$ cat config.mk
export PLATFORM = sky130hd
export DESIGN_NAME = mem_port_scheduler
export DESIGN_NICKNAME = d
export VERILOG_FILES = /design/src/rtl/mem_port_scheduler.sv
export SDC_FILE = /design/constraint.sdc
export NUM_CORES = 1
export LEC_CHECK = 0
export ABC_AREA = 1
export ABC_CLOCK_PERIOD_IN_PS = 3900
export CAP_MARGIN = 30
export CORE_AREA = 2 2 498 500
export DETAILED_ROUTE_END_ITERATION = 10
export DIE_AREA = 0 0 500 502
export GPL_TIMING_DRIVEN = 0
export PLACE_DENSITY_LB_ADDON = 0.1
export SLEW_MARGIN = 20
export SYNTH_ARGS = -nofsm -noshare
export SYNTH_HDL_FRONTEND = slang
export SYNTH_SLANG_ARGS = --single-unit
$ cat constraint.sdc
create_clock -name clk -period 3.9 [get_ports clk]
set_input_delay 0.78 -clock clk [delete_from_list [all_inputs] [get_ports clk]]
set_output_delay 0.78 -clock clk [all_outputs]
set_load 0.005 [all_outputs]
$ cat src/rtl/mem_port_scheduler.sv
`default_nettype none
// ============================================================================
// Module      : mem_port_scheduler
// Description : Round-robin burst scheduler for one shared memory port.
//               It grants one requester for a whole multi-beat burst, paces
//               beats on mem_ready, and pulses done/abort per requester.
//               The last winner has the lowest priority in the next
//               arbitration round.
// Revision    : 1.0 - initial release
// ============================================================================
module mem_port_scheduler #(
  parameter int N_REQ      = 8,
  parameter int DATA_WIDTH = 132,
  parameter int LEN_W      = 4,
  parameter int ID_W       = $clog2(N_REQ)
) (
  input  logic                          clk,
  input  logic                          rst_n,
  input  logic [N_REQ-1:0]              req,
  input  logic [N_REQ*LEN_W-1:0]        req_len,
  input  logic [N_REQ*DATA_WIDTH-1:0]   req_data,
  output logic [N_REQ-1:0]              gnt,
  output logic [N_REQ-1:0]              done,
  output logic [N_REQ-1:0]              abort,
  output logic                          mem_valid,
  output logic [DATA_WIDTH-1:0]         mem_data,
  output logic                          mem_last,
  input  logic                          mem_ready,
  output logic [ID_W-1:0]               grant_id,
  output logic                          busy
);

  typedef enum logic [1:0] {
    IDLE = 2'd0,
    XFER = 2'd1,
    GAP  = 2'd2
  } state_t;

  state_t            state;
  state_t            state_nxt;

  logic [ID_W-1:0]   rr_ptr;
  logic [ID_W-1:0]   rr_ptr_nxt;
  logic [LEN_W-1:0]  beat_cnt;
  logic [LEN_W-1:0]  beat_cnt_nxt;
  logic [LEN_W-1:0]  len_q;
  logic [LEN_W-1:0]  len_q_nxt;
  logic [N_REQ-1:0]  gnt_nxt;
  logic [N_REQ-1:0]  done_nxt;
  logic [N_REQ-1:0]  abort_nxt;
  logic [ID_W-1:0]   grant_id_nxt;

  // Per-requester views of the flattened length and payload buses.
  logic [LEN_W-1:0]      len_arr  [N_REQ];
  logic [DATA_WIDTH-1:0] data_arr [N_REQ];

  for (genvar g = 0; g < N_REQ; g++) begin : g_slice
    assign len_arr[g]  = req_len[g*LEN_W +: LEN_W];
    assign data_arr[g] = req_data[g*DATA_WIDTH +: DATA_WIDTH];
  end

  // --------------------------------------------------------------------------
  // Round-robin pick: rotate the request vector so rr_ptr lands on bit 0,
  // take the first set bit, then add rr_ptr back modulo N_REQ.
  // --------------------------------------------------------------------------
  logic [2*N_REQ-1:0] req_rot;
  logic [ID_W-1:0]    offset;
  logic               found;
  logic [ID_W:0]      win_sum;
  logic [ID_W-1:0]    winner;

  // Find the first requester at or after rr_ptr, wrapping around.
  always_comb begin
    req_rot = {req, req} >> rr_ptr;
    found   = 1'b0;
    offset  = '0;
    for (int i = 0; i < N_REQ; i++) begin
      if (!found && req_rot[i]) begin
        found  = 1'b1;
        offset = ID_W'(i);
      end
    end
    win_sum = {1'b0, rr_ptr} + {1'b0, offset};
    if (win_sum >= (ID_W+1)'(N_REQ)) begin
      winner = ID_W'(win_sum - (ID_W+1)'(N_REQ));
    end else begin
      winner = win_sum[ID_W-1:0];
    end
  end

  // --------------------------------------------------------------------------
  // Port-side signals. A grantee that drops its request mid-burst has its
  // beat suppressed in the same cycle so no stale payload reaches the port.
  // --------------------------------------------------------------------------
  logic            cur_req;
  logic            accept;
  logic            last_beat;
  logic [ID_W-1:0] ptr_after;

  assign cur_req   = req[grant_id];
  assign busy      = (state == XFER);
  assign mem_valid = busy && cur_req;
  assign last_beat = (beat_cnt == len_q);
  assign mem_last  = busy && last_beat;
  assign mem_data  = data_arr[grant_id];
  assign accept    = mem_valid && mem_ready;
  // The finishing owner drops to lowest priority next round.
  assign ptr_after = (grant_id == ID_W'(N_REQ-1)) ? '0 : grant_id + ID_W'(1);

  // Next-state and next-register values; everything holds unless told otherwise.
  always_comb begin
    state_nxt    = state;
    gnt_nxt      = gnt;
    grant_id_nxt = grant_id;
    rr_ptr_nxt   = rr_ptr;
    beat_cnt_nxt = beat_cnt;
    len_q_nxt    = len_q;
    done_nxt     = '0;
    abort_nxt    = '0;

    case (state)
      IDLE: begin
        if (found) begin
          gnt_nxt         = '0;
          gnt_nxt[winner] = 1'b1;
          grant_id_nxt    = winner;
          len_q_nxt       = len_arr[winner];
          beat_cnt_nxt    = '0;
          state_nxt       = XFER;
        end
      end

      XFER: begin
        if (accept) begin
          if (last_beat) begin
            // Burst complete; beat_cnt stays put so it never wraps.
            done_nxt[grant_id] = 1'b1;
            gnt_nxt            = '0;
            rr_ptr_nxt         = ptr_after;
            state_nxt          = GAP;
          end else begin
            beat_cnt_nxt = beat_cnt + LEN_W'(1);
          end
        end else if (!cur_req) begin
          // Requester withdrew; accepted beats stand, no done is issued.
          abort_nxt[grant_id] = 1'b1;
          gnt_nxt             = '0;
          rr_ptr_nxt          = ptr_after;
          state_nxt           = GAP;
        end
      end

      GAP: begin
        // One all-zero grant cycle between owners.
        state_nxt = IDLE;
      end

      default: begin
        state_nxt = IDLE;
      end
    endcase
  end

  // State register.
  always_ff @(posedge clk or negedge rst_n) begin
    if (!rst_n) begin
      state <= IDLE;
    end else begin
      state <= state_nxt;
    end
  end

  // Grant, pointer, burst bookkeeping and completion pulse registers.
  always_ff @(posedge clk or negedge rst_n) begin
    if (!rst_n) begin
      gnt      <= '0;
      done     <= '0;
      abort    <= '0;
      grant_id <= '0;
      rr_ptr   <= '0;
      beat_cnt <= '0;
      len_q    <= '0;
    end else begin
      gnt      <= gnt_nxt;
      done     <= done_nxt;
      abort    <= abort_nxt;
      grant_id <= grant_id_nxt;
      rr_ptr   <= rr_ptr_nxt;
      beat_cnt <= beat_cnt_nxt;
      len_q    <= len_q_nxt;
    end
  end

endmodule
`default_nettype wire

Word-level counts from Yosys, hierarchy flattened
Index checks and enable logic that the tools add are counted.
{"block": "totals", "inputBits": 1099, "out_inout_bits": 162, "ff_bits": 40}
{"block": "op_classes", "shifts": 1, "n_addsub": 4, "n_mux": 52, "n_reduce_logical": 26, "eq_ne": 10, "order_cmp": 7, "n_bitwise": 2}
{"operator": "binary-select mux 132 bit (select 3 bit)", "n": 1}
{"operator": "2-to-1 mux 132 bit", "n": 2}
{"operator": "2-to-1 mux 8 bit", "n": 10}
{"operator": "2-to-1 mux 3 bit", "n": 11}
{"operator": "2-to-1 mux 4 bit", "n": 5}
{"operator": "one-hot mux 8 bit (2 select lines)", "n": 1}
{"operator": ">> shifter 16 x 3 -> 8 bit", "n": 1}
{"operator": "binary-select mux 4 bit (select 3 bit)", "n": 1}
{"operator": "greater-or-equal comparator 4 bit (second input constant)", "n": 3}
{"operator": "logical AND 1 bit", "n": 12}
{"operator": "2-to-1 mux 1 bit", "n": 12}
{"operator": "< comparator 3 x 4 -> 1 bit (second input constant)", "n": 2}
{"operator": "2-to-1 mux 2 bit", "n": 4}
{"operator": "NOT 3 -> 4 bit", "n": 2}
{"operator": "one-hot mux 4 bit (2 select lines)", "n": 1}
{"operator": "AND reduction 4 bit", "n": 2}
{"operator": "logical NOT 1 bit", "n": 7}
{"operator": "demux 1 bit (select 3 bit)", "n": 2}
{"operator": "greater-or-equal comparator 3 x 1 -> 1 bit (second input constant)", "n": 2}
{"operator": "!= test 2 x 1 -> 1 bit (second input constant)", "n": 3}
{"operator": "!= test 3 x 2 -> 1 bit (second input constant)", "n": 2}
{"operator": "AND reduction 3 bit", "n": 2}
{"operator": "adder 3 x 3 -> 4 bit", "n": 1}
{"operator": "adder 4 x 1 -> 4 bit (second input constant)", "n": 1}
{"operator": "11 further kinds", "n": 12}

Depth between registers and ports, before layout
{"block": "logic_depth", "depth_word": 32, "ltp_mapped": 21, "depth_no_buf": 20}

Worst setup path after synthesis
OpenSTA, ideal clock, no wires.
{"block": "synth_path", "path_kind": "input -> register", "startpoint": "input req[6]", "endpoint": "register len_q[0]", "path_stages": 19, "slack_ns": 0.555, "setup_time_ns": 0.117, "path_buffers": 1, "arrival_time_ns": 3.228, "path_cell_list": "nand2_1 nand3_1 nand3_1 nand2_2 nor2_4 nand2_2 nor2_4 nand3_4 o221ai_1 ha_1 inv_1 fa_1 clkinv_1 clkbuf_1 a21oi_1 a32o_1 nand2_1 nand3_1 nand2_1"}
{"block": "synth_between", "elab_chain_cells": 30}
{"element": "start, declared", "line_no": "19", "text": "input logic [N_REQ-1:0] req,"}
{"element": ">> shifter 16 x 3 -> 8 bit *", "line_no": "74", "text": "req_rot = {req, req} >> rr_ptr;"}
{"element": "2-to-1 mux 1 bit", "line_no": "78", "text": "if (!found && req_rot[i]) begin"}
{"element": "logical NOT 1 bit", "line_no": "78"}
{"element": "logical AND 1 bit", "line_no": "78"}
{"element": "2-to-1 mux 1 bit", "line_no": "78"}
{"element": "logical NOT 1 bit", "line_no": "78"}
{"element": "logical AND 1 bit", "line_no": "78"}
{"element": "2-to-1 mux 1 bit", "line_no": "78"}
{"element": "(+13 left out)"}
{"element": "logical AND 1 bit", "line_no": "78"}
{"element": "2-to-1 mux 3 bit", "line_no": "78"}
{"element": "adder 3 x 3 -> 4 bit", "line_no": "83", "text": "win_sum = {1'b0, rr_ptr} + {1'b0, offset};"}
{"element": "greater-or-equal comparator 4 bit or subtractor 3 x 1 -> 3 bit (tied branches)", "line_no": "84, 85"}
{"element": "2-to-1 mux 3 bit", "line_no": "84", "text": "if (win_sum >= (ID_W+1)'(N_REQ)) begin"}
{"element": "NOT 3 -> 4 bit (implied by the code)", "line_no": "127", "text": "len_q_nxt = len_arr[winner];"}
{"element": "binary-select mux 4 bit (select 3 bit)", "line_no": "127"}
{"element": "2-to-1 mux 4 bit (implied by the code) (2 in a row)", "line_no": "127"}
{"element": "end signal, assigned", "line_no": "190", "text": "len_q <= len_q_nxt;"}
{"element": "end, declared", "line_no": "46", "text": "logic [LEN_W-1:0] len_q;"}
Mark *: on every way between the ends. The rest lies on a longest branch, timed or not. The select of a mux whose other input is x is not followed.
A chain may end at the register's enable or synchronous reset.

Worst setup path in the final report
{"block": "layout_path", "startpoint": "register grant_id[0]", "endpoint": "output mem_data[7]"}
{"block": "layout_between", "elab_chain_cells": 4}
{"element": "start, declared", "line_no": "29", "text": "output logic [ID_W-1:0] grant_id,"}
{"element": "start signal, assigned", "line_no": "187", "text": "grant_id <= grant_id_nxt;"}
{"element": "NOT 3 -> 4 bit (implied by the code)", "line_no": "105", "text": "assign mem_data = data_arr[grant_id];"}
{"element": "binary-select mux 132 bit (select 3 bit)", "line_no": "105"}
{"element": "2-to-1 mux 132 bit (implied by the code) (2 in a row)", "line_no": "105"}
{"element": "end, declared", "line_no": "26", "text": "output logic [DATA_WIDTH-1:0] mem_data,"}
No other way between the ends. The select of a mux whose other input is x is not followed.

==> flow_metrics.py <==
metrics = {
    "global_routing": {
        "use_met3_pct": 7.379,
        "antenna_found_initial": 187,
        "grt_pass1_wl_um": 268200,
        "grt_max_degree": 41,
        "grt_use_met1_pct": 20.16,
        "track_usage_pct": 16.77,
        "grt.overflow.total": 0,
        "grt-busiest-layer": "met2",
        "grt_pass1_vias": 21680,
        "grtUsageMet2_pct": 28.42,
    },
    "synthesis": {
        "ys_async_sr_fraction_pct": 100.0,
        "synth_ff_type": "dfrtp_1",
        "syn_avg_cell_area_sq_um": 5.300,
        "netlist_top_cells_area": "o21ai_0 (21%), nor2_1 (16%), dfrtp_1 (10%)",
        "syn-cell-area_sq_um": 9593,
        "synth_edf_count": 0,
        "ys_seq_elements": 40,
        "syn-num-nets": 2914,
        "synth_warnings": 0,
        "syn_inst": 1810,
        "synth_top_area_cell": "o21ai_0",
        "ys_types": 44,
        "yosysSeqAreaShare_pct": 10.43,
        "yosys.area.top_type_share_pct": 20.87,
    },
    "critical_path": {
        "endpoint_kind": "output pin",
        "startpoint_type": "flop",
        "cp.required_ns": 3.12,
        "crit_arrival_ns": 3.09,
        "crit_type": "reg -> out",
        "cp_max_fo": 6,
    },
    "drt": {
        "drtPass1Iterations": 5,
        "vias_per_cell": 3.214,
        "drc": 0,
        "via_count": 20600,
        "ant_nets": 0,
        "wire_per_inst_um": 34.42,
        "drtIter0Drc": 1392,
        "wirelength_um": 220600,
    },
    "place": {
        "gp_congestion": 0.8626,
        "placed_cells": 6318,
        "dp_hpwl_um": 199200,
        "io_buffers": 1260,
        "dp_slack_ns": -2.555,
    },
    "timing": {
        "timing.fmax_mhz": 258.1,
        "rsz0062_at_grt": "yes",
        "finalSetupTns_ns": 0,
        "setup_violations": 0,
        "hold_viol_final": 0,
        "drv_slew": 0,
        "clock_skew_ns": 0.01333,
        "fin_ws_ns": 0.02519,
        "post-route-min-period_ns": 3.875,
        "min_period_over_period_pct": 99.35,
        "worstMarginPinSlew_ns": 0.8784,
        "slew_headroom_pct": 41.18,
    },
    "hold_path": {
        "hold_class": "in -> async",
    },
    "floorplanning": {
        "num_rows": 182,
        "die_area_sq_um": 251000,
        "pin_count": 1261,
        "initial_core_util_pct": 3.911,
        "die_h_um": 502,
        "coreArea_sq_um": 245300,
        "dieWidth_um": 500,
    },
    "cts": {
        "cts_max_level": 2,
        "path_clk_slew_ns": 0.07,
        "cts_tree": "done",
        "clk_latency_ns": 0.31,
        "cts_buffers": 5,
        "clk_path_buf_depth": 2,
        "cts_sinks": 40,
        "cts-root-buf": "clkbuf_16",
    },
    "final_layout": {
        "fin_cells": 6410,
        "drive_gt1_share_pct": 13.94,
        "layout.nets": 4245,
        "finish.utilization_pct": 11.80,
        "area_growth_pct": 201.8,
    },
    "status": {
        "outcome": "finished, final reports clean",
    },
    "power_and_ir_drop": {
        "vdd_drop_max_mv": 0.2916,
        "p_per_area_nw_per_um2": 724.1,
        "total_power_mw": 20.96,
        "p_leak_nw": 9.846,
    },
    "flow_run": {
        "drv_cap": 0,
    },
}
[stage by stage]
stage	hold slack (ns)	cell area, sq um
4_1_cts	0.5119	28580
3_5_place_dp	0.4962	26730
6_report	0.4655	28950
3_3_place_gp	0.4999	26230
2_1_floorplan	0.4631	9593
5_1_grt	0.5220	28850
[state kept, by name (all words and copies together), names as in the netlist]
signal,cells
done,8
rr_ptr,3
state,2
len_q,4
abort,8
grant_id,3
beat_cnt,4
gnt,8
[critical path, cell delays in order (launching register included)]
cell and delay (ns):
dfrtp_2 0.44, buf_12 0.13, clkinvlp_4 0.19, buf_12 0.19, clkbuf_16 0.16, buf_16 0.15
buf_12 0.14, buf_6 0.11, nor2_4 0.17, o22ai_4 0.17, a21oi_2 0.16, o211ai_1 0.38
buf_4 0.33
[cells in the mapped netlist, types with 3 or more instances]
master	number
a21oi_1	142
a32o_1	8
buf_1	15
buf_2	7
buf_4	4
clkbuf_1	142
dfrtp_1	40
ha_1	4
inv_1	19
inv_2	5
nand2_1	230
nand2_2	15
nand3_1	53
nor2_1	412
nor2_4	3
nor3_1	9
o211ai_1	132
o21ai_0	400
o21ai_1	5
o22ai_1	132
xor2_1	6
[logic make-up after synthesis]
family / synth area share [%]
muxes: 0.1043
adders and majority gates: 0.7304
xor gates and xnor gates: 0.5478
buffers and inverters: 8.217
and+or+nand+nor: 30.61
DFF: 10.43
AOI/OAI and AO/OA: 49.35
[placed cells by master (no fill, tap or decap), drive strengths merged, types with 40 or more instances in the layout]
cell,synthesis,final
clkbuf,142,123
nand3,55,55
o22ai,132,132
buf,28,126
o211ai,132,132
dfrtp,40,40
dlygate4sd2,0,76
nor2,417,417
o21ai,406,406
clkdlybuf4s50,0,1145
nand2,247,247
a21oi,143,143
diode,0,48
[worst paths after layout]
kind                             start     endpoint  slack [ns]  cells after the start
setup / recovery           grant_id[0]  mem_data[7]        0.03                     12
hold / removal                   rst_n     abort[4]        0.47                      1
setup reg to reg             rr_ptr[1]     len_q[2]        0.45                     20
hold reg to reg               len_q[2]     len_q[2]        0.51                      2
max in group asynchronous        rst_n  grant_id[1]        2.94                      1
min in group clk              len_q[2]     len_q[2]        0.51                      2
[area by class of cell]
cell class | instances | area (sq um)
clock buffer | 5 | 125.1
buffer | 164 | 1388
fill | 28580 | 216300
sequential | 40 | 1003
multi-input combinational | 1572 | 8601
timing repair buffer | 1330 | 13510
clock inverter | 3 | 46.29
inverter | 28 | 126.4
tap | 3220 | 4029
antenna | 48 | 120.1
[power by group]
group | leakage (nW) | switching (mW) | internal [mW] | total, mW
logic | 9.23 | 12.6 | 7.25 | 19.8
clock network | 0.0807 | 0.217 | 0.305 | 0.522
registers | 0.532 | 0.0891 | 0.526 | 0.615
[per-layer routing]
layer  vias to the layer above  part of all wire (%)
li1                       9210                     -
met1                      9934                    41
met2                      1119                    47
met3                       232                    10
met4                       104                   1.1
met5                         -                  0.31
[timing repair]
| action | in CTS | in global routing |
|---|---|---|
| hold buffers | 0 | 0 |
| buffers inserted | 33 | 5 |
| resized for setup | 592 | 126 |
| setup endpoints to repair | 151 | 74 |
| gates cloned | 3 | 1 |
| pin swaps | 41 | 25 |
(Power assumes the default switching activity.)
